### src/rtl/fp8_pkg.sv
// ---------------------------------------------------------------------------
// fp8_pkg
// Shared definitions for the 8-bit mini-float add/subtract sequencer.
// Word format: sign | EXP_W-bit exponent | FRAC_W-bit fraction, with an
// implied leading 1 on every value (there is no zero or denormal encoding).
// Provides the format widths, the sequencer state type, field extractors
// and the saturation / underflow magnitude constants.
// ---------------------------------------------------------------------------
package fp8_pkg;

   localparam int EXP_W  = 3;
   localparam int FRAC_W = 4;
   localparam int MANT_W = FRAC_W + 1;
   localparam int WORD_W = 1 + EXP_W + FRAC_W;

   // Both operands carry the same bias, so it cancels in the exponent
   // difference and never has to be applied inside the datapath.
   localparam int BIAS = (1 << (EXP_W - 1)) - 1;

   // Alignment shifts beyond the mantissa width only ever produce zero,
   // so the shift counter is clamped to this value.
   localparam logic [EXP_W-1:0] SHIFT_CAP = EXP_W'(MANT_W);

   localparam logic [EXP_W-1:0] EXP_MAX = '1;
   localparam logic [EXP_W-1:0] EXP_MIN = '0;

   // Magnitude fields (everything except the sign) for the special results.
   localparam logic [WORD_W-2:0] SAT_MAG  = '1;
   localparam logic [WORD_W-2:0] UNF_MAG  = '0;
   localparam logic [WORD_W-1:0] ZERO_WORD = '0;

   typedef enum logic [2:0] {
      IDLE  = 3'd0,
      SETUP = 3'd1,
      SHIFT = 3'd2,
      ADD   = 3'd3,
      NORM  = 3'd4,
      DONE  = 3'd5
   } state_t;

   function automatic logic get_sign(input logic [WORD_W-1:0] w);
      return w[WORD_W-1];
   endfunction

   function automatic logic [EXP_W-1:0] get_exp(input logic [WORD_W-1:0] w);
      return w[WORD_W-2 -: EXP_W];
   endfunction

   function automatic logic [FRAC_W-1:0] get_frac(input logic [WORD_W-1:0] w);
      return w[FRAC_W-1:0];
   endfunction

endpackage

### src/rtl/fp8_mag_swap.sv
// ---------------------------------------------------------------------------
// fp8_mag_swap
// Purely combinational magnitude compare for two mini-float operands.
// Decides which operand is larger (exponent first, fraction on a tie),
// presents the larger one as "big" and the other as "small", flags exact
// magnitude equality and returns the exponent difference big - small.
//
// Ports:
//   a_exp, a_frac   in   exponent / fraction of operand A
//   b_exp, b_frac   in   exponent / fraction of operand B
//   swap            out  1 when B is strictly larger than A
//   mag_equal       out  1 when A and B have identical magnitude
//   big_exp         out  exponent of the larger operand
//   exp_diff        out  big exponent minus small exponent
//   big_mant        out  mantissa (implied 1 restored) of the larger operand
//   small_mant      out  mantissa (implied 1 restored) of the smaller operand
// ---------------------------------------------------------------------------
module fp8_mag_swap
   import fp8_pkg::*;
(
   input  logic [EXP_W-1:0]  a_exp,
   input  logic [FRAC_W-1:0] a_frac,
   input  logic [EXP_W-1:0]  b_exp,
   input  logic [FRAC_W-1:0] b_frac,
   output logic              swap,
   output logic              mag_equal,
   output logic [EXP_W-1:0]  big_exp,
   output logic [EXP_W-1:0]  exp_diff,
   output logic [MANT_W-1:0] big_mant,
   output logic [MANT_W-1:0] small_mant
);

   logic [EXP_W-1:0] small_exp;

   // Ordering is exponent-major, fraction-minor; because every value has
   // an implied leading 1 this is exactly a magnitude compare. On a tie A
   // stays "big", which keeps A's sign for equal-magnitude additions.
   always_comb begin
      swap       = (b_exp > a_exp) || ((b_exp == a_exp) && (b_frac > a_frac));
      mag_equal  = (b_exp == a_exp) && (b_frac == a_frac);
      big_exp    = swap ? b_exp : a_exp;
      small_exp  = swap ? a_exp : b_exp;
      big_mant   = swap ? {1'b1, b_frac} : {1'b1, a_frac};
      small_mant = swap ? {1'b1, a_frac} : {1'b1, b_frac};
      exp_diff   = big_exp - small_exp;
   end

endmodule

### src/rtl/fp8_addsub_seq.sv
// ---------------------------------------------------------------------------
// fp8_addsub_seq
// Multi-cycle add/subtract for the 8-bit mini-float format. One operand
// pair is captured in IDLE, then the sequencer walks SETUP (order the
// operands by magnitude), SHIFT (align the small mantissa one bit per
// cycle), ADD (6-bit add or subtract) and NORM (one normalising shift per
// cycle) before holding the packed result in DONE until it is taken.
// Rounding is plain truncation everywhere.
//
// Ports:
//   clk        in   clock, rising edge
//   rst_n      in   asynchronous active-low reset
//   in_valid   in   operand pair valid
//   in_ready   out  high only in IDLE
//   op_a       in   operand A
//   op_b       in   operand B
//   mode       in   0 = A+B, 1 = A-B
//   out_valid  out  result valid, high only in DONE
//   out_ready  in   consumer accepts the result
//   result     out  packed result
//   zero       out  exact cancellation (result 0x00)
//   ovf        out  exponent overflow, result saturated
//   unf        out  exponent underflow, result is {sign, all zeros}
// ---------------------------------------------------------------------------
module fp8_addsub_seq
   import fp8_pkg::*;
(
   input  logic              clk,
   input  logic              rst_n,
   input  logic              in_valid,
   output logic              in_ready,
   input  logic [WORD_W-1:0] op_a,
   input  logic [WORD_W-1:0] op_b,
   input  logic              mode,
   output logic              out_valid,
   input  logic              out_ready,
   output logic [WORD_W-1:0] result,
   output logic              zero,
   output logic              ovf,
   output logic              unf
);

   state_t              state;

   logic [WORD_W-1:0]   a_r;
   logic [WORD_W-1:0]   b_r;
   logic                mode_r;

   logic                res_sign;
   logic                sub_r;
   logic [EXP_W-1:0]    exp_r;
   logic [MANT_W-1:0]   mant_big_r;
   logic [MANT_W-1:0]   mant_small_r;
   logic [EXP_W-1:0]    shift_cnt;
   logic [MANT_W:0]     sum_r;

   logic [WORD_W-1:0]   result_r;
   logic                zero_r;
   logic                ovf_r;
   logic                unf_r;

   logic                sign_a;
   logic                sign_b_eff;
   logic                eff_sub;
   logic [EXP_W-1:0]    shift_load;

   logic                swap;
   logic                mag_equal;
   logic [EXP_W-1:0]    big_exp;
   logic [EXP_W-1:0]    exp_diff;
   logic [MANT_W-1:0]   big_mant;
   logic [MANT_W-1:0]   small_mant;

   // The mode bit folds into B's sign, so a subtract is just an add of
   // operands whose effective signs differ. The alignment count is clamped
   // because anything past the mantissa width has already flushed to zero.
   always_comb begin
      sign_a     = get_sign(a_r);
      sign_b_eff = get_sign(b_r) ^ mode_r;
      eff_sub    = sign_a ^ sign_b_eff;
      shift_load = (exp_diff > SHIFT_CAP) ? SHIFT_CAP : exp_diff;
   end

   fp8_mag_swap u_mag_swap (
      .a_exp      (get_exp(a_r)),
      .a_frac     (get_frac(a_r)),
      .b_exp      (get_exp(b_r)),
      .b_frac     (get_frac(b_r)),
      .swap       (swap),
      .mag_equal  (mag_equal),
      .big_exp    (big_exp),
      .exp_diff   (exp_diff),
      .big_mant   (big_mant),
      .small_mant (small_mant)
   );

   // Main sequencer. All datapath registers live in this one block so the
   // per-state actions read top to bottom. NORM performs one shift per cycle
   // and leaves as soon as the value it writes is normalised, so a sum that
   // needs n left shifts spends exactly n cycles here (and one cycle when no
   // shift, or a single right shift, is needed). Result and flags are only
   // written on entry to DONE, which keeps them stable while the consumer
   // stalls; flags are dropped again on the release edge.
   always_ff @(posedge clk or negedge rst_n) begin
      if (!rst_n) begin
         state        <= IDLE;
         a_r          <= '0;
         b_r          <= '0;
         mode_r       <= 1'b0;
         res_sign     <= 1'b0;
         sub_r        <= 1'b0;
         exp_r        <= '0;
         mant_big_r   <= '0;
         mant_small_r <= '0;
         shift_cnt    <= '0;
         sum_r        <= '0;
         result_r     <= ZERO_WORD;
         zero_r       <= 1'b0;
         ovf_r        <= 1'b0;
         unf_r        <= 1'b0;
      end else begin
         case (state)
            IDLE: begin
               if (in_valid) begin
                  a_r    <= op_a;
                  b_r    <= op_b;
                  mode_r <= mode;
                  state  <= SETUP;
               end
            end

            SETUP: begin
               res_sign     <= swap ? sign_b_eff : sign_a;
               sub_r        <= eff_sub;
               exp_r        <= big_exp;
               mant_big_r   <= big_mant;
               mant_small_r <= small_mant;
               if (eff_sub && mag_equal) begin
                  result_r <= ZERO_WORD;
                  zero_r   <= 1'b1;
                  state    <= DONE;
               end else begin
                  shift_cnt <= shift_load;
                  state     <= (shift_load != '0) ? SHIFT : ADD;
               end
            end

            SHIFT: begin
               mant_small_r <= mant_small_r >> 1;
               shift_cnt    <= shift_cnt - 1'b1;
               if (shift_cnt == EXP_W'(1)) begin
                  state <= ADD;
               end
            end

            ADD: begin
               if (sub_r) begin
                  sum_r <= {1'b0, mant_big_r} - {1'b0, mant_small_r};
               end else begin
                  sum_r <= {1'b0, mant_big_r} + {1'b0, mant_small_r};
               end
               state <= NORM;
            end

            NORM: begin
               if (sum_r[MANT_W]) begin
                  if (exp_r == EXP_MAX) begin
                     result_r <= {res_sign, SAT_MAG};
                     ovf_r    <= 1'b1;
                  end else begin
                     result_r <= {res_sign, exp_r + 1'b1, sum_r[MANT_W-1:1]};
                  end
                  state <= DONE;
               end else if (sum_r[MANT_W-1]) begin
                  result_r <= {res_sign, exp_r, sum_r[FRAC_W-1:0]};
                  state    <= DONE;
               end else if (exp_r == EXP_MIN) begin
                  result_r <= {res_sign, UNF_MAG};
                  unf_r    <= 1'b1;
                  state    <= DONE;
               end else begin
                  sum_r <= sum_r << 1;
                  exp_r <= exp_r - 1'b1;
                  if (sum_r[MANT_W-2]) begin
                     result_r <= {res_sign, exp_r - 1'b1, sum_r[FRAC_W-2:0], 1'b0};
                     state    <= DONE;
                  end
               end
            end

            DONE: begin
               if (out_ready) begin
                  zero_r <= 1'b0;
                  ovf_r  <= 1'b0;
                  unf_r  <= 1'b0;
                  state  <= IDLE;
               end
            end

            default: begin
               state <= IDLE;
            end
         endcase
      end
   end

   // Handshake outputs are pure decodes of the state register, so nothing
   // on the input side can reach an output within the same cycle.
   always_comb begin
      in_ready  = (state == IDLE);
      out_valid = (state == DONE);
      result    = result_r;
      zero      = zero_r;
      ovf       = ovf_r;
      unf       = unf_r;
   end

endmodule

### config.mk
export PLATFORM = sky130hd
export DESIGN_NAME = fp8_addsub_seq
export DESIGN_NICKNAME = d
export VERILOG_FILES = /design/src/rtl/fp8_pkg.sv /design/src/rtl/fp8_mag_swap.sv /design/src/rtl/fp8_addsub_seq.sv
export SDC_FILE = /design/constraint.sdc
export NUM_CORES = 1
export LEC_CHECK = 0
export ABC_AREA = 1
export CAP_MARGIN = 5
export CORE_ASPECT_RATIO = 0.7
export CORE_MARGIN = 2
export CORE_UTILIZATION = 56
export CTS_BUF_LIST = sky130_fd_sc_hd__clkbuf_2
export DETAILED_ROUTE_END_ITERATION = 12
export PLACE_DENSITY_LB_ADDON = 0.2
export SLEW_MARGIN = 20
export SYNTH_ARGS = -nofsm -noshare
export SYNTH_HDL_FRONTEND = slang
export SYNTH_SLANG_ARGS = --single-unit
### constraint.sdc
create_clock -name clk -period 2.3 [get_ports clk]
set_input_delay 0.46 -clock clk [delete_from_list [all_inputs] [get_ports clk]]
set_output_delay 0.46 -clock clk [all_outputs]
set_load 0.05 [all_outputs]
# Word level (Yosys, flattened, before mapping)
# Cells that the tools add are included.
# W data, S select, Z words.
[word_totals] out_inout_bits=13 inputBits=21 elab_cells=116 regBits=55
[classes] muxes=45 reduce_logical=22 bitwise_logic=2 addsub=6 eq_ne=21 order_cmp=3
[op_table] op="$mux W3" n=15
[op_table] op="$mux W8" n=5
[op_table] op="$ne A2 B2 Y1 const B" n=10
[op_table] op="$pmux W3 S6" n=1
[op_table] op="$pmux W8 S2" n=1
[op_table] op="$reduce_and A4 Y1" n=4
[op_table] op="$mux W6" n=2
[op_table] op="$pmux W3 S2" n=2
[op_table] op="$pmux W6 S2" n=1
[op_table] op="$mux W5" n=2
[op_table] op="$pmux W5 S2" n=1
[op_table] op="$reduce_bool A2 Y1" n=5
[op_table] op="$eq A3 B3 Y1 const B" n=3
[op_table] op="$mux W1" n=9
[op_table] op="$mux W4" n=2
[op_table] op="$mux W7" n=1
[op_table] op="$add A5 B5 Y6" n=1
[op_table] op="$eq A3 B1 Y1 const B" n=2
[op_table] op="$eq A3 B2 Y1 const B" n=2
[op_table] op="$logic_not A3 Y1" n=2
[op_table] op="$pmux W1 S2" n=3
[op_table] op="$reduce_and A2 Y1" n=3
[op_table] op="$reduce_and A3 Y1" n=2
[op_table] op="$sub A3 B1 Y3 const B" n=2
[op_table] op="15 further kinds" n=18

# Logic depth before layout (Yosys ltp)
# Gate-level depths: netlist (run 1).
[depth] depth_word=11 depth_mapped=23 mapped_depth_nobuf=23

# Modules after synthesis
# From an unflattened synthesis (run 1), not the netlist that was laid out.
[unflattened] hier_cells=465 area_unflattened_um2=3584.7
[by_module_without_submodules] module="fp8_addsub_seq" cells_each=390 seq_area_each_um2=1376.3 area_each_um2=3153.0 instances=1
[by_module_without_submodules] module="fp8_mag_swap" cells_each=75 seq_area_each_um2=0.0 area_each_um2=431.7 instances=1

# Worst setup path before layout (run 1)
# OpenSTA, ideal clock, no wires.
[synth_timing] path_kind="reg2reg" from="register b_r[6]" to="register state[0]" path_stages_with_launch=19 setup_time_ns=0.117 path_buffers=0 setup_slack_ns=0.141 arrival_time_ns=2.042 synth_period_minus_slack_ns=2.159 required_ns=2.183 path_cell_list="dfrtp_1 -> ha_1 -> a21oi_1 -> nand2_1 -> nand2_1 -> nand2_1 -> o21ai_0 -> o21ai_0 -> ha_1 -> inv_1 -> nand3_1 -> nand2_1 -> nand2_1 -> nand2_1 -> nand2_1 -> nand2_1 -> nand2_1 -> nand2_1 -> nand2_1"
[synth_via] elab_chain_len=11 word_cells_on_any_way=15 cone_classes="add/sub: 1; order compare: 2; eq/ne: 1; mux: 6; reduce/logical: 5"
[synth_lines] element="start, declared" line="fp8_addsub_seq.sv:46" rtl="logic [WORD_W-1:0] b_r;"
[synth_lines] element="start signal, assigned" line="fp8_addsub_seq.sv:126" rtl="b_r <= op_b;"
[synth_lines] element="parallel branches: the longest is 9 deep, another holds $gt A3 B3 Y1"
[synth_lines] element="$mux W3 *" line="fp8_addsub_seq.sv:138" rtl="if (eff_sub && mag_equal) begin"
[synth_lines] element="$pmux W3 S6 *" line="fp8_addsub_seq.sv:122" rtl="case (state)"
[synth_lines] element="end signal, assigned" line="fp8_addsub_seq.sv:144" rtl="state <= (shift_load != '0) ? SHIFT : ADD;"
[synth_lines] element="end, declared" line="fp8_addsub_seq.sv:43" rtl="state_t state;"
# Every way passes the cells marked *.
# A chain may end at the register's enable or synchronous reset.

# Worst setup path after layout (run 1)
[layout_timing] from="register b_r[4]" to="register state[0]"
# The elaborated chain is that of the path after synthesis.

==> flow_metrics.py, run 1 <==
metrics = {
    "outcome": {
        "status": "finished with violations",
        "failed_checks": "setup timing",
    },
    "die": {
        "core_area_mm2": 0.00537,
        "start_util_pct": 59.7,
        "rows": 22,
        "dieArea_mm2": 0.00635,
        "die_y_um": 67.3,
        "die_x_um": 94.4,
        "io_pins": 34,
    },
    "setup_path": {
        "crit_path_max_fanout": 3,
        "critPathMaxStageDelay_ns": 0.41,
        "arrival_ns": 2.71,
        "ff2ff_setup_slack_ns": -0.005,
        "crit_top_cell": "nand2_1",
        "crit_cells": 20,
        "endpoint_kind": "flop",
        "crit_path_start_kind": "flop",
        "timing.critical_path.buf_inv": 2,
        "critPathRequiredTime_ns": 2.71,
        "r2r_cells": 20,
        "cp_cell_sequence": "inv_1 -> ha_2 -> nand3_4 -> nor2_2 -> nand2_2 -> nand2_2 -> nand2_2 -> o21ai_2 -> o21ai_1 -> ha_2 -> inv_2 -> nand3_2 -> nand2_2 -> nand2_2 -> nand2_1 -> nand2_1 -> nand2_1 -> nand2_1 -> nand2_1 -> nand2_1",
        "criticalPathCategory": "flop to flop",
        "critPathSlowestCell": "dfrtp_1",
        "timing.rr.start": "b_r[4]$_DFFE_PN0P_",
        "critPathTopFamily": "simple AND/OR/NAND/NOR gates",
        "r2r-end": "state[0]$_DFFE_PN0P_",
        "worstSetupStartpoint": "b_r[4]$_DFFE_PN0P_",
        "endpoint": "state[0]$_DFFE_PN0P_",
    },
    "timing": {
        "fin_setup_tns_ns": -0.00492,
        "rsz0062_at_grt": "true",
        "min_period_ns": 2.30,
        "report.final.slew_viol_count": 0,
        "fin_crit_sh_pct": 100,
        "finalSetupViolCount": 1,
        "hold_viol_final": 0,
        "layout_setup_ws_ns": -0.00492,
        "worstMarginPinSlew_ns": 0.527,
        "clock_skew_ns": 0.0369,
        "max_freq_mhz": 434,
        "relSlewSlack_pct": 64.8,
    },
    "synth": {
        "ys_ff_latch": 55,
        "synth.distinct_cells": 35,
        "yosys.area.top_type": "dfrtp_1",
        "synth_fp_nets": 445,
        "synth-seq-area-share_pct": 43.0,
        "synthCells": 403,
        "syn-cell-area_mm2": 0.00320,
        "synth_top_cells_by_area": "dfrtp_1 43%, nand2_1 10%, ha_1 7.8%",
        "avgSynthCellArea_um2": 7.95,
        "yosys_warnings": 0,
        "yosysTopAreaCellShare_pct": 43.0,
    },
    "global_route": {
        "grt_pass1_vias": 2762,
        "gr-total-overflow": 0,
        "grt_max_degree": 36,
        "antenna_found_initial": 0,
        "grt_pass1_wl_um": 12500,
        "grt_use_total_pct": 25.3,
    },
    "detailed_routing": {
        "vias": 2944,
        "drt_iter0_drc": 234,
        "via_per_inst": 5.54,
        "drcViolationCount": 0,
        "wl_per_cell_um": 14.8,
        "routed_wirelength_um": 7840,
        "ant_nets": 0,
        "dr.pass1.iters": 5,
    },
    "placement": {
        "hpwl_um": 5510,
        "gp_congestion": 0.879,
        "numPortBuffers": 33,
    },
    "clocking": {
        "clock_tree.root_cell": "clkbuf_2",
        "cts_tree": "built",
        "clock_latency_ns": 0.48,
        "cts_sinks": 55,
        "clkTransAtPathRegs_ns": 0.32,
        "cts_htree_levels": 2,
        "numCtsBuffers": 5,
        "cts.path.max_buffers": 2,
    },
    "layout": {
        "finalNetCount": 500,
        "nFillCells": 419,
        "area_growth_pct": 24.8,
        "layout_common_cells": "75 x nand2_1, 55 x dfrtp_1, 52 x inv_1",
        "diodes": 0,
        "layout-drive-gt1-share_pct": 19.0,
        "layout.cells.most_common": "nand2_1",
    },
    "hold_path": {
        "hp-class": "input port to async pin",
    },
    "run": {
        "drv_cap": 0,
    },
}
-- per-stage QoR --
stage | utilization (%) | instances | instance area (um^2) | hold slack (ns) | setup WS [ns]
3_5_place_dp | 68.9 | 515 | 3700 | 0.456 | -0.0244
2_1_floorplan | - | 403 | 3200 | 0.164 | 0.141
5_1_grt | 74.5 | 531 | 4000 | 0.434 | -0.192
4_1_cts | 70.7 | 526 | 3800 | 0.429 | 0.00244
3_3_place_gp | 68.9 | 515 | 3700 | 0.455 | 0.0167
6_report | 74.5 | 531 | 4000 | 0.413 | -0.00492
-- timing repair --
action / 4_1_cts / 5_1_grt
endpoints found under the setup margin: 5 / 7
gates resized for setup: 8 / 41
buffers inserted: 2 / 5
cloned: 0 / 0
hold buffers: 1 / 0
pin swaps: 5 / 28
hold endpoints to repair: 20 / 0
-- synthesized netlist by cell type --
master,count
fa_1,1
clkbuf_1,5
ha_1,20
xnor2_1,3
o22ai_1,3
nor2_1,37
buf_6,1
a21oi_1,28
nor2_4,2
o21ai_0,42
o31ai_1,1
nand3b_1,3
xor2_1,3
nor3_2,1
nand2_1,87
a32o_1,1
inv_2,2
a31oi_1,4
or2_2,2
nor2_2,1
dfrtp_1,55
mux2_2,5
o311ai_0,1
a31o_2,1
nand2_2,2
o21a_1,4
nand3_1,12
a211oi_1,1
buf_2,1
nor3_1,3
nand4_1,5
o211ai_1,2
o221ai_1,4
a21oi_2,1
inv_1,59
-- worst min path at each step --
stage          slack (ns)                  to  start  depth (start not counted)
2_1_floorplan        0.16  a_r[0]$_DFFE_PN0P_  rst_n                          0
3_3_place_gp         0.46  b_r[2]$_DFFE_PN0P_  rst_n                          1
3_5_place_dp         0.46  b_r[1]$_DFFE_PN0P_  rst_n                          1
4_1_cts              0.43  b_r[1]$_DFFE_PN0P_  rst_n                          2
5_1_grt              0.43  b_r[1]$_DFFE_PN0P_  rst_n                          2
6_report             0.41  b_r[1]$_DFFE_PN0P_  rst_n                          2
-- kinds of logic after synthesis --
family / share of synthesized area, %
AND/OR/NAND/NOR: 20.5
buffers and inverters: 8.24
multiplexers: 1.76
adder cells (fa/ha/maj): 8.44
XOR/XNOR: 1.64
AO/OA/AOI/OAI: 16.4
flip-flops: 43.0
-- sequential cells by signal (all words and copies together) (netlist names) --
name / flops
result: 8
sum_r: 6
a_r: 8
shift_cnt: 3
b_r: 8
state: 3
unf: 1
res_sign: 1
sub_r: 1
mant_big_r: 5
mode_r: 1
mant_small_r: 5
exp_r: 3
ovf: 1
zero: 1
-- layer usage --
layer / wire, um / GRT usage, % / vias up
li1: - / - / 1434
met1: 3750 / 36.6 / 1400
met2: 3490 / 38.6 / 89
met3: 410 / 4.80 / 21
met4: 191 / 8.88 / 0
met5: 0 / 0 / -
-- cell type report --
class / count / area [um^2] / area share [%]
Tap cell: 72 / 90.1 / 2.25
Multi-Input combinational cell: 280 / 1730 / 43.3
Sequential cell: 55 / 1380 / 34.4
Clock buffer: 5 / 25.0 / 0.626
Timing Repair Buffer: 55 / 500 / 12.5
Clock inverter: 3 / 46.3 / 1.16
Inverter: 61 / 229 / 5.73
Power of run 1 is left out: the tool's default activity adds up to more than one toggle a clock period on the data nets, which glitch-free logic cannot reach.
==> run 2, diff against run 1 <==
--- a/config.mk
+++ b/config.mk
@@ -16,4 +16,5 @@
 export SLEW_MARGIN = 20
 export SYNTH_ARGS = -nofsm -noshare
 export SYNTH_HDL_FRONTEND = slang
+export SYNTH_HIERARCHICAL = 1
 export SYNTH_SLANG_ARGS = --single-unit
==> run 2 against run 1 <==
The flow now finishes without violations. Fmax is 0.31% higher. Routed wire length is 1.5% lower. Die area is 11% higher.
==> flow_metrics.py, run 2 <==
metrics = {
    "clocking": {
        "cts_htree_levels": 2,
        "cts_sinks": 55,
        "clock_latency_ns": 0.45,
        "numCtsBuffers": 5,
        "cts.path.max_buffers": 2,
        "cts_tree": "built",
        "hold_buffers": 0,
        "clkTransAtPathRegs_ns": 0.29,
        "clock_tree.root_cell": "clkbuf_2",
    },
    "setup_path": {
        "timing.critical_path.buf_inv": 4,
        "critPathSlowestCell": "dfrtp_1",
        "ff2ff_setup_slack_ns": 0.002,
        "endpoint_kind": "flop",
        "worstSetupStartpoint": "a_r[2]$_DFFE_PN0P_",
        "critPathTopFamily": "simple AND/OR/NAND/NOR gates",
        "cp_cell_sequence": "inv_2 -> ha_4 -> nand2_2 -> inv_1 -> nand2_1 -> nand2_2 -> nand2_2 -> nand2_2 -> nand2_2 -> o211ai_1 -> ha_2 -> inv_2 -> nand2_2 -> nand2_2 -> nand2_2 -> nand2_1 -> inv_1 -> o21ai_1 -> o21ai_1 -> nand2_1 -> o21ai_1",
        "crit_path_max_fanout": 3,
        "r2r_cells": 21,
        "crit_cells": 21,
        "endpoint": "shift_cnt[0]$_DFFE_PN0P_",
        "criticalPathCategory": "flop to flop",
        "timing.rr.start": "a_r[2]$_DFFE_PN0P_",
        "arrival_ns": 2.67,
        "crit_top_cell": "nand2_2",
        "critPathRequiredTime_ns": 2.67,
        "r2r-end": "shift_cnt[0]$_DFFE_PN0P_",
        "crit_path_start_kind": "flop",
        "critPathMaxStageDelay_ns": 0.46,
    },
    "timing": {
        "worstMarginPinSlew_ns": 0.708,
        "fin_crit_sh_pct": 99.9,
        "rsz0062_at_grt": "true",
        "relSlewSlack_pct": 52.8,
        "clock_skew_ns": 0.0147,
        "finalSetupViolCount": 0,
        "fin_setup_tns_ns": 0,
        "min_period_ns": 2.30,
        "max_freq_mhz": 435,
        "hold_viol_final": 0,
        "report.final.slew_viol_count": 0,
    },
    "die": {
        "start_util_pct": 57.7,
        "core_area_mm2": 0.00622,
        "die_x_um": 99.6,
        "dieArea_mm2": 0.00707,
        "io_pins": 34,
        "die_y_um": 70.9,
        "rows": 24,
    },
    "layout": {
        "layout.cells.most_common": "nand2_1",
        "layout_common_cells": "135 x nand2_1, 55 x dfrtp_1, 54 x inv_1",
        "area_growth_pct": 16.5,
        "finish.utilization_pct": 67.2,
        "layout-drive-gt1-share_pct": 18.7,
        "finalNetCount": 547,
        "diodes": 0,
    },
    "global_route": {
        "antenna_found_initial": 0,
        "grt_pass1_wl_um": 13600,
        "grt_use_total_pct": 23.8,
        "grt_pass1_vias": 2991,
        "grt_max_degree": 56,
        "gr-total-overflow": 0,
    },
    "placement": {
        "hpwl_um": 5730,
        "gp_congestion": 0.889,
        "numPortBuffers": 33,
    },
    "synth": {
        "async_flop_share_pct": 100,
        "post-synth-top-count-cell": "nand2_1",
        "synth-seq-area-share_pct": 38.4,
        "synthCells": 465,
        "avgSynthCellArea_um2": 7.71,
        "yosys.area.top_type": "dfrtp_1",
        "yosys_warnings": 6,
        "synth_ff_type": "dfrtp_1",
        "synth_edf_count": 0,
        "yosysTopAreaCellShare_pct": 38.4,
        "synth.distinct_cells": 33,
        "ys_ff_latch": 55,
        "synthTopCellsByCount": "144 x nand2_1, 60 x inv_1, 55 x dfrtp_1, 32 x nor2_1, 31 x o21ai_0",
        "syn-cell-area_mm2": 0.00358,
        "synth_top_cells_by_area": "dfrtp_1 38%, nand2_1 15%, ha_1 6.6%",
    },
    "detailed_routing": {
        "drt_iter0_drc": 254,
        "ant_nets": 0,
        "routed_wirelength_um": 7720,
        "wl_per_cell_um": 13.2,
        "dr.pass1.iters": 4,
        "drcViolationCount": 0,
        "vias": 3049,
        "via_per_inst": 5.21,
    },
    "hold_path": {
        "hp-class": "input port to async pin",
    },
    "run": {
        "drv_cap": 0,
    },
    "outcome": {
        "status": "complete, no violations",
    },
}
## run 2: cell count changes in the layout (fill, tap and decap cells not counted), moves of 4 or more
cell / change
a21oi_1: -16
buf_4: -7
o21ai_0: -9
nand2_2: +6
a21oi_2: +5
mux2_2: +6
o221ai_1: -4
nand3_1: +17
nand2_1: +60
o21a_1: -4
## run 2: final cells by class
cell class                 instances  area [um^2]
clock inverter                     3         38.8
clock buffer                       5         25.0
inverter                          64          240
timing repair buffer              47          433
fill                             506         2040
tap                               78         97.6
multi-input combinational        333         1960
sequential                        55         1380
## run 2: stage by stage
stage	instance area, um^2	hold WS [ns]	worst slack (ns)	instances
after floorplan	3590	0.164	0.0330	466
after global placement	3950	0.459	0.0323	572
after detailed placement	3950	0.466	-0.0578	572
after CTS	4060	0.0952	0.00349	582
after global routing	4180	0.114	-0.183	585
final	4180	0.0818	0.00219	585
## run 2: worst min-delay path by stage
stage                                  endpoint  slack (ns)             startpoint
finish                     sum_r[2]$_DFFE_PN0P_        0.08                  rst_n
global route        mant_small_r[3]$_DFFE_PN0P_        0.11                  rst_n
CTS                 mant_small_r[2]$_DFFE_PN0P_         0.1                  rst_n
detailed placement        result[7]$_DFFE_PN0P_        0.47  result[7]$_DFFE_PN0P_
floorplan                    a_r[0]$_DFFE_PN0P_        0.16                  rst_n
global placement          result[4]$_DFFE_PN0P_        0.46  result[4]$_DFFE_PN0P_
## run 2: worst reg2reg max path, stage by stage (launching register included)
cell and delay (ns):
dfrtp_1 0.46, inv_2 0.08, ha_4 0.19, nand2_2 0.10, inv_1 0.05, nand2_1 0.07, nand2_2 0.07, nand2_2 0.08
nand2_2 0.08, nand2_2 0.09, o211ai_1 0.11, ha_2 0.20, inv_2 0.07, nand2_2 0.06, nand2_2 0.06, nand2_2 0.06
nand2_1 0.05, inv_1 0.03, o21ai_1 0.11, o21ai_1 0.08, nand2_1 0.07, o21ai_1 0.06
## run 2: logic make-up (layout without fill, tap and decap cells)
kind of cell             after synthesis  count (layout)  synth area share [%]
multiplexers                          14              14                  4.71
XOR/XNOR                               2               2                 0.489
other                                  1               2                 0.105
buffers and inverters                 78             119                  10.2
adder cells (fa/ha/maj)               20              20                  7.19
AND/OR/NAND/NOR                      233             233                  28.9
AO/OA/AOI/OAI                         62              62                  10.1
flip-flops                            55              55                  38.4
## run 2: what timing repair did
item                       CTS  global route
pin swaps                    3            16
gates resized for setup      8            26
setup buffers                2             3
setup endpoints to repair    2             7
## run 2: metal layers
| metal | share of wire [%] | routed length, um | GRT usage (%) | up-vias |
|---|---|---|---|---|
| li1 | - | - | - | 1565 |
| met1 | 50 | 3860 | 35.7 | 1422 |
| met4 | 0.53 | 41 | 4.41 | 0 |
| met5 | 0 | 0 | 0 | - |
| met2 | 45 | 3470 | 37.2 | 57 |
| met3 | 4.4 | 342 | 3.46 | 5 |
Power of run 2 is left out for the same reason.
==> run 3, diff against run 2 <==
--- a/config.mk
+++ b/config.mk
@@ -13,6 +13,7 @@
 export CTS_BUF_LIST = sky130_fd_sc_hd__clkbuf_2
 export DETAILED_ROUTE_END_ITERATION = 12
 export PLACE_DENSITY_LB_ADDON = 0.2
+export SKIP_CTS_REPAIR_TIMING = 1
 export SLEW_MARGIN = 20
 export SYNTH_ARGS = -nofsm -noshare
 export SYNTH_HDL_FRONTEND = slang
==> run 3 against run 2 <==
The run now ends with setup timing left. Non-clock buffer count decreased by 1. Fmax fell by 1.3%. Die area is the same. Register-to-register slack worse by 0.03 ns. Critical path depth fell by 2. Cell area decreased by 0.60%. Global-route usage fell by 0.30 points. Setup slack got worse by 0.031 ns. Worst hold slack improved by 0.0077 ns. Routed wire length down 0.99%. Sequential cell count stayed put. Critical path type unchanged. Critical endpoint unchanged. Highest routed layer unchanged.
==> flow_metrics.py, run 3 (same netlist as run 2, synthesis figures left out) <==
metrics = {
    "layout": {
        "multi_input_area_mm2": 0.00195,
        "final-seq-area_mm2": 0.00138,
        "diodes": 0,
        "finalNetCount": 546,
        "layout.cells.most_common": "nand2_1",
        "layout_common_cells": "136 x nand2_1, 55 x inv_1, 55 x dfrtp_1",
        "nFillCells": 502,
        "layout-drive-gt1-share_pct": 17.8,
        "area_growth_pct": 15.8,
    },
    "detailed_routing": {
        "dr.pass1.iters": 5,
        "via_per_inst": 5.23,
        "routed_wirelength_um": 7640,
        "wl_met1_um": 3890,
        "vias": 3053,
        "wl_met3_um": 319,
        "drt_iter0_drc": 212,
        "drcViolationCount": 0,
        "ant_nets": 0,
        "wl_per_cell_um": 13.1,
        "wl_met2_um": 3380,
        "highest_layer": "met4",
    },
    "placement": {
        "gp_congestion": 0.889,
        "hpwl_um": 5730,
        "numPortBuffers": 33,
    },
    "clocking": {
        "cts_tree": "built",
        "cts_sinks": 55,
        "cts_htree_levels": 2,
        "cts.path.max_buffers": 2,
        "clock_latency_ns": 0.44,
        "clkTransAtPathRegs_ns": 0.27,
        "clock_tree.root_cell": "clkbuf_2",
        "numCtsBuffers": 5,
    },
    "die": {
        "die_x_um": 99.6,
        "core_area_mm2": 0.00622,
        "die_y_um": 70.9,
        "dieArea_mm2": 0.00707,
        "rows": 24,
        "start_util_pct": 57.7,
        "io_pins": 34,
    },
    "timing": {
        "min_period_ns": 2.33,
        "rsz0062_at_grt": "true",
        "clock_skew_ns": 0.00578,
        "max_freq_mhz": 429,
        "layout_setup_ws_ns": -0.0288,
        "hold_viol_final": 0,
        "finalSetupViolCount": 1,
        "report.final.slew_viol_count": 0,
        "fin_crit_sh_pct": 101,
        "relSlewSlack_pct": 52.8,
        "worstMarginPinSlew_ns": 0.707,
        "hold_slack_ns": 0.0895,
    },
    "setup_path": {
        "r2r-end": "shift_cnt[0]$_DFFE_PN0P_",
        "criticalPathCategory": "flop to flop",
        "crit_path_max_fanout": 5,
        "critPathRequiredTime_ns": 2.68,
        "r2r_cells": 19,
        "critPathSlowestCell": "dfrtp_1",
        "arrival_ns": 2.70,
        "cp_cell_sequence": "inv_1 -> ha_4 -> a21oi_1 -> o21ai_1 -> nand2_1 -> nand2_2 -> nand2_2 -> o211ai_1 -> ha_2 -> inv_2 -> nand2_2 -> nand2_2 -> nand2_2 -> nand2_1 -> inv_1 -> o21ai_1 -> o21ai_1 -> nand2_1 -> o21ai_1",
        "timing.rr.start": "a_r[6]$_DFFE_PN0P_",
        "worstSetupStartpoint": "a_r[6]$_DFFE_PN0P_",
        "critPathMaxStageDelay_ns": 0.44,
        "crit_path_start_kind": "flop",
        "endpoint_kind": "flop",
        "ff2ff_setup_slack_ns": -0.03,
        "crit_top_cell": "nand2_2",
    },
    "hold_path": {
        "hp-class": "input port to async pin",
    },
    "run": {
        "drv_cap": 0,
    },
    "global_route": {
        "grt_use_total_pct": 23.5,
        "antenna_found_initial": 0,
        "grt_pass1_wl_um": 13500,
        "grt_max_degree": 56,
        "grt_pass1_vias": 2965,
        "gr-total-overflow": 0,
    },
    "outcome": {
        "status": "finished with violations",
        "failed_checks": "setup timing",
    },
}
[run 3: cell types whose count changed in the layout (fill, tap and decap cells not counted), sizes merged]
cell	delta
buf	-1
[run 3: worst max-delay path by stage]
stage / endpoint / slack [ns]
4_1_cts: shift_cnt[0]$_DFFE_PN0P_ / -0.08
3_5_place_dp: shift_cnt[0]$_DFFE_PN0P_ / -0.06
3_3_place_gp: shift_cnt[0]$_DFFE_PN0P_ / 0.03
6_report: shift_cnt[0]$_DFFE_PN0P_ / -0.03
5_1_grt: shift_cnt[0]$_DFFE_PN0P_ / -0.15
2_1_floorplan: shift_cnt[0]$_DFFE_PN0P_ / 0.03
[run 3: layer usage]
metal  up-vias  track usage (%)
met5         -                0
met2        61             36.6
met1      1418             35.3
met4         0             4.57
met3         7             3.46
li1       1567                -
[run 3: cell type report]
cell class	count	area share [%]
Multi-Input combinational cell	333	46.9
Sequential cell	55	33.2
Timing Repair Buffer	46	10.3
Inverter	64	5.79
Tap cell	78	2.35
Clock inverter	3	0.935
Clock buffer	5	0.603
[run 3: metrics by stage]
step / setup WS, ns / std cells / TNS (ns) / util [%] / cell area (um^2)
2_1_floorplan: 0.0330 / 466 / 0 / - / 3590
3_5_place_dp: -0.0578 / 572 / -0.0578 / 63.5 / 3950
4_1_cts: -0.0811 / 580 / -0.105 / 64.6 / 4010
5_1_grt: -0.149 / 584 / -0.252 / 66.8 / 4150
3_3_place_gp: 0.0323 / 572 / 0 / 63.5 / 3950
6_report: -0.0288 / 584 / -0.0288 / 66.8 / 4150
[run 3: worst max-delay path, delay by kind of cell, from the launching register on]
kind | cells | cell delay, ns
adder cells (fa/ha/maj) | 2 | 0.44
flip-flops | 1 | 0.44
buffers and inverters | 3 | 0.21
AND/OR/NAND/NOR | 8 | 0.58
AO/OA/AOI/OAI | 6 | 0.59
Power of run 3 is left out for the same reason.
